[src/rtl/coin_classifier.sv]
// Coin classifier: times how long the synchronised coin sensor stays high and matches the
// duration against per-coin [min,max] windows. Optional credit accumulator under COIN_CREDIT_EN.
module coin_classifier #(
    parameter int NUM_COINS = 3,
    parameter int TIME_W = 21,
    parameter int SYNC_STAGES = 2,
    parameter logic [NUM_COINS*TIME_W-1:0] MIN_TIMES = {21'd580000, 21'd480000, 21'd380000},
    parameter logic [NUM_COINS*TIME_W-1:0] MAX_TIMES = {21'd620000, 21'd520000, 21'd420000},
    parameter int MIN_PULSE = 16,
    parameter int OVERSIZE_LIMIT = 1000000,
    parameter int CREDIT_W = 16,
    parameter logic [NUM_COINS*8-1:0] COIN_VALUES = {8'd25, 8'd5, 8'd10},
    localparam int ID_W = (NUM_COINS > 1) ? $clog2(NUM_COINS) : 1
) (
    input  logic                clk,
    input  logic                reset,
    input  logic                coin_sensor,
    input  logic                clear_credit,
    output logic                coin_valid,
    output logic [ID_W-1:0]     coin_id,
    output logic                coin_reject,
    output logic                busy,
    output logic [CREDIT_W-1:0] credit
);

    // state    | meaning
    // IDLE     | waiting for the sensor to go high
    // MEASURE  | sensor high, counting duration
    // CLASSIFY | one cycle: compare duration against the windows
    // OVERSIZE | duration hit the limit, waiting for the sensor to clear
    localparam logic [1:0] IDLE     = 2'd0;
    localparam logic [1:0] MEASURE  = 2'd1;
    localparam logic [1:0] CLASSIFY = 2'd2;
    localparam logic [1:0] OVERSIZE = 2'd3;

    localparam logic [TIME_W-1:0] MIN_PULSE_T = TIME_W'(MIN_PULSE);
    localparam logic [TIME_W-1:0] OVERSIZE_T  = TIME_W'(OVERSIZE_LIMIT);

    logic [SYNC_STAGES-1:0] syncReg;
    logic                   sensorS;
    logic [1:0]             state;
    logic [TIME_W-1:0]      count;
    logic [TIME_W-1:0]      countNext;
    logic                   matchFound;
    logic [ID_W-1:0]        matchId;
    logic                   longEnough;

    always_ff @(posedge clk) begin
        if (reset) begin
            syncReg <= '0;
        end else begin
            syncReg <= {syncReg[SYNC_STAGES-2:0], coin_sensor};
        end
    end

    assign sensorS    = syncReg[SYNC_STAGES-1];
    assign countNext  = count + TIME_W'(1);
    assign longEnough = (count >= MIN_PULSE_T);
    assign busy       = (state != IDLE);

    // Descending scan so the lowest matching index is the one left standing.
    always_comb begin
        matchFound = 1'b0;
        matchId    = '0;
        for (int i = NUM_COINS - 1; i >= 0; i--) begin
            if ((count >= MIN_TIMES[i*TIME_W +: TIME_W]) &&
                (count <= MAX_TIMES[i*TIME_W +: TIME_W])) begin
                matchFound = 1'b1;
                matchId    = ID_W'(i);
            end
        end
    end

    always_ff @(posedge clk) begin
        if (reset) begin
            state       <= IDLE;
            count       <= '0;
            coin_valid  <= 1'b0;
            coin_reject <= 1'b0;
            coin_id     <= '0;
        end else begin
            coin_valid  <= 1'b0;
            coin_reject <= 1'b0;
            case (state)
                IDLE: begin
                    if (sensorS) begin
                        state <= MEASURE;
                        count <= TIME_W'(1);
                    end
                end
                MEASURE: begin
                    if (sensorS) begin
                        count <= countNext;
                        if (countNext == OVERSIZE_T) begin
                            state <= OVERSIZE;
                        end
                    end else begin
                        state <= CLASSIFY;
                    end
                end
                CLASSIFY: begin
                    if (longEnough) begin
                        if (matchFound) begin
                            coin_valid <= 1'b1;
                            coin_id    <= matchId;
                        end else begin
                            coin_reject <= 1'b1;
                        end
                    end
                    // A new coin may already be blocking the sensor; keep its first cycle.
                    if (sensorS) begin
                        state <= MEASURE;
                        count <= TIME_W'(1);
                    end else begin
                        state <= IDLE;
                    end
                end
                OVERSIZE: begin
                    if (!sensorS) begin
                        coin_reject <= 1'b1;
                        state       <= IDLE;
                    end
                end
                default: state <= IDLE;
            endcase
        end
    end

`ifdef COIN_CREDIT_EN
    localparam int SUM_W = ((CREDIT_W > 8) ? CREDIT_W : 8) + 1;
    localparam logic [SUM_W-1:0] CREDIT_MAX = {{(SUM_W-CREDIT_W){1'b0}}, {CREDIT_W{1'b1}}};

    logic             addEvent;
    logic [7:0]       addVal;
    logic [SUM_W-1:0] creditSum;

    assign addEvent  = (state == CLASSIFY) && longEnough && matchFound;
    assign addVal    = COIN_VALUES[int'(matchId)*8 +: 8];
    assign creditSum = SUM_W'(credit) + SUM_W'(addVal);

    always_ff @(posedge clk) begin
        if (reset || clear_credit) begin
            credit <= '0;
        end else if (addEvent) begin
            credit <= (creditSum > CREDIT_MAX) ? {CREDIT_W{1'b1}} : creditSum[CREDIT_W-1:0];
        end
    end
`else
    logic unusedCredit;
    assign unusedCredit = &{1'b0, clear_credit, COIN_VALUES};
    assign credit       = '0;
`endif

endmodule

[config.mk]
export PLATFORM = sky130hd
export DESIGN_NAME = coin_classifier
export DESIGN_NICKNAME = d
export VERILOG_FILES = /design/src/rtl/coin_classifier.sv
export SDC_FILE = /design/constraint.sdc
export NUM_CORES = 1
export LEC_CHECK = 0
export ABC_AREA = 1
export CORE_MARGIN = 4
export CORE_UTILIZATION = 30
export DETAILED_ROUTE_END_ITERATION = 16
export PLACE_DENSITY_LB_ADDON = 0.12
export SKIP_LAST_GASP = 1
export SYNTH_ARGS = -nofsm -noshare
export SYNTH_HDL_FRONTEND = slang
export SYNTH_SLANG_ARGS = --single-unit
[constraint.sdc]
create_clock -name clk -period 2 [get_ports clk]
set_clock_uncertainty 0.1 [all_clocks]
set_input_delay 0.4 -clock clk [delete_from_list [all_inputs] [get_ports clk]]
set_output_delay 0.4 -clock clk [all_outputs]
set_load 0.01 [all_outputs]
==> results.yml <==
clock_tree:
  cts.sinks: 29
  cts_tree: "yes"
  htree_levels: 2
  cts_buffers: 5
  cts-root-buf: "clkbuf_8"
  path_clk_slew_ns: 0.07
  clock_path_buffers: 2
  postCtsHoldBufs: 0
  worstSkewPairLatency_ns: 0.28
worst_setup_path:
  cp_top_family: "simple AND/OR/NAND/NOR gates"
  worstPathArrival_ns: 2.03
  worstRegToRegCells: 12
  path_cells: "ha_4 -> nand2_2 -> nor2_4 -> nand2_4 -> nor2_4 -> xor2_2 -> nand2_1 -> nor2_4 -> nand3_2 -> nand2_1 -> nand2_1 -> nand2_1"
  crit_path_end_kind: "register"
  crit_path_top_delay_cell: "dfxtp_2"
  start_kind: "register"
  rr_endpoint: "state[1]"
  crit_type: "reg -> reg"
  crit_top_cell: "nand2_1"
  crit_buf_inv: 0
  max_stage_delay_ns: 0.36
  required_ns: 2.13
  worstPathMaxFanout: 7
  timing.reg2reg.setup_slack_ns: 0.11
  rr_startpoint: "count[1]"
cells_and_area:
  final_cell_mix: "138 x nand2_1, 48 x nor2_1, 41 x buf_4"
  fin_util: 0.383
  finalNetCount: 467
  nFillCells: 873
  syn_to_final_growth_pct: 24.5
  layout-drive-gt1-share: 0.221
  final_common_cell: "nand2_1"
  diodes: 0
drt:
  vias: 2572
  drtIter0Drc: 93
  met2WireLength_mm: 3.17
  drtAntennaViolNets: 0
  avgViaCountPerCell: 4.56
  routedWlPerCell_microns: 12.9
  highest_layer: "met4"
  dr_wl_met3_microns: 340
  drc: 0
  drt_wl_total_mm: 7.28
  dr.pass1.iters: 4
  drt-met1-wl_mm: 3.63
floorplan:
  die_h_microns: 97.0
  die_w_microns: 97.0
  initial_utilization: 0.308
  num_rows: 32
  num_io_pins: 25
  die_area_sq_um: 9410
  core-area_sq_um: 7730
outcome:
  status: "completed"
power:
  ir_drop_mv: 0.226
  p_per_area_nw_per_um2: 385
  leakagePower_nw: 1.29
  power_w: 0.00114
timing:
  post-route-min-period_ns: 1.89
  finalSetupViolations: 0
  slew_violations: 0
  fmax_mhz: 529
  rsz0062_at_grt: "yes"
  timing.hold.ws_ns: 0.313
  setup_tns_ns: 0
  hold_viol_final: 0
  post-route-period-util: 0.945
yosys:
  avgSynthCellArea_sq_um: 5.69
  synth_top_cell_by_area: "dfxtp_1"
  synth_area_leaders: "dfxtp_1 24%, nand2_1 22%, nor2_1 8.5%"
  ys_ff_latch: 29
  synth_cell_types: 28
  ys_warn_count: 0
  synth_top_area_frac: 0.244
  synthCells: 418
  yosysSeqAreaShare: 0.244
  synth_area_sq_um: 2380
placed_design:
  hpwlAfterDp_mm: 5.76
  gp_congestion: 0.982
  numPortBuffers: 7
global_routing:
  grt_max_degree: 22
  grt_use_total: 0.154
  first_global_vias: 2443
  antenna_found_initial: 0
  grt-ovfl-total: 0
  grt_pass1_wl_mm: 11.8
min_path:
  hold_path.class: "reg -> reg"
  min-delay-start: "syncReg[0]"
  holdPathEnd: "syncReg[1]"
  min_path_cells: 2
flow_run:
  max-cap-violations: 0
==> layout make-up <==
type,instances,area [sq um],share of cell area
clock buffer,5,68.8,0.0233
timing repair buffer,50,400,0.135
clock inverter,3,17.5,0.00592
inverter,47,180,0.0609
tap,102,128,0.0431
multi-input combinational,328,1580,0.533
sequential,29,588,0.199
==> report_power, final <==
group	internal, W	switching [W]	total (W)
registers	0.000581	0.00000257	0.000584
logic	0.0000158	0.0000419	0.0000577
clock network	0.000240	0.000257	0.000497
==> Yosys cell counts (all sizes together) <==
master    n
nand2   151
conb      1
nand3    35
nand3b    1
buf      23
xor2      2
a21oi    29
ha        2
o21ai    10
inv      47
dfxtp    29
clkbuf    6
nand4     9
nor2     62
nor3      9
nor4      2
==> kinds of logic (layout without fill, tap and decap cells) <==
family,count (synthesis),after routing,share of synthesized area
AO/OA/AOI/OAI,39,39,0.0853
XOR/XNOR,2,2,0.0105
adder cells (fa/ha/maj),2,2,0.0105
buffers and inverters,76,105,0.149
flip-flops,29,29,0.244
other,1,16,0.00158
AND/OR/NAND/NOR,269,269,0.498
==> stage by stage <==
stage,std cells,worst slack [ns],instance area [sq um]
finish,564,0.109,2960
global route,564,-0.00885,2960
CTS,561,0.0162,2850
detailed placement,553,-0.0424,2750
global placement,553,-0.0582,2750
floorplan,433,0.279,2430
==> metal layers <==
metal | track usage | vias up
met2 | 0.242 | 46
met1 | 0.213 | 1152
met4 | 0.0464 | 0
li1 | - | 1362
met3 | 0.0281 | 12
met5 | 0 | -
==> worst min-delay path: cells and delay by family (launching register included) <==
kind	cells	cell delay, ns
buf+inv	1	0.04
simple gates	1	0.03
flops	1	0.30
==> how the worst max path moves through the flow <==
| stage | from | to | slack, ns | cells past startpoint |
|---|---|---|---|---|
| after detailed placement | count[1] | state[1] | -0.04 | 13 |
| final | count[1] | state[1] | 0.11 | 12 |
| after CTS | count[0] | state[1] | 0.02 | 12 |
| after floorplan | count[1] | state[1] | 0.28 | 14 |
| after global routing | count[9] | state[1] | -0.009 | 12 |
| after global placement | count[1] | state[1] | -0.06 | 13 |
==> sequential cells by signal (all words and copies together), names as in the netlist <==
| register | flops |
|---|---|
| count | 21 |
| coin_id | 2 |
| state | 2 |
| syncReg | 2 |
| coin_reject | 1 |
| coin_valid | 1 |
==> timing repair <==
action                                  4_1_cts  5_1_grt
gates cloned                                  0        0
gates resized for setup                       3       29
buffers inserted                              0        3
endpoints found under the setup margin        1        3
pin swaps                                     1       10
No activity file was read; power rests on OpenSTA's default activity.
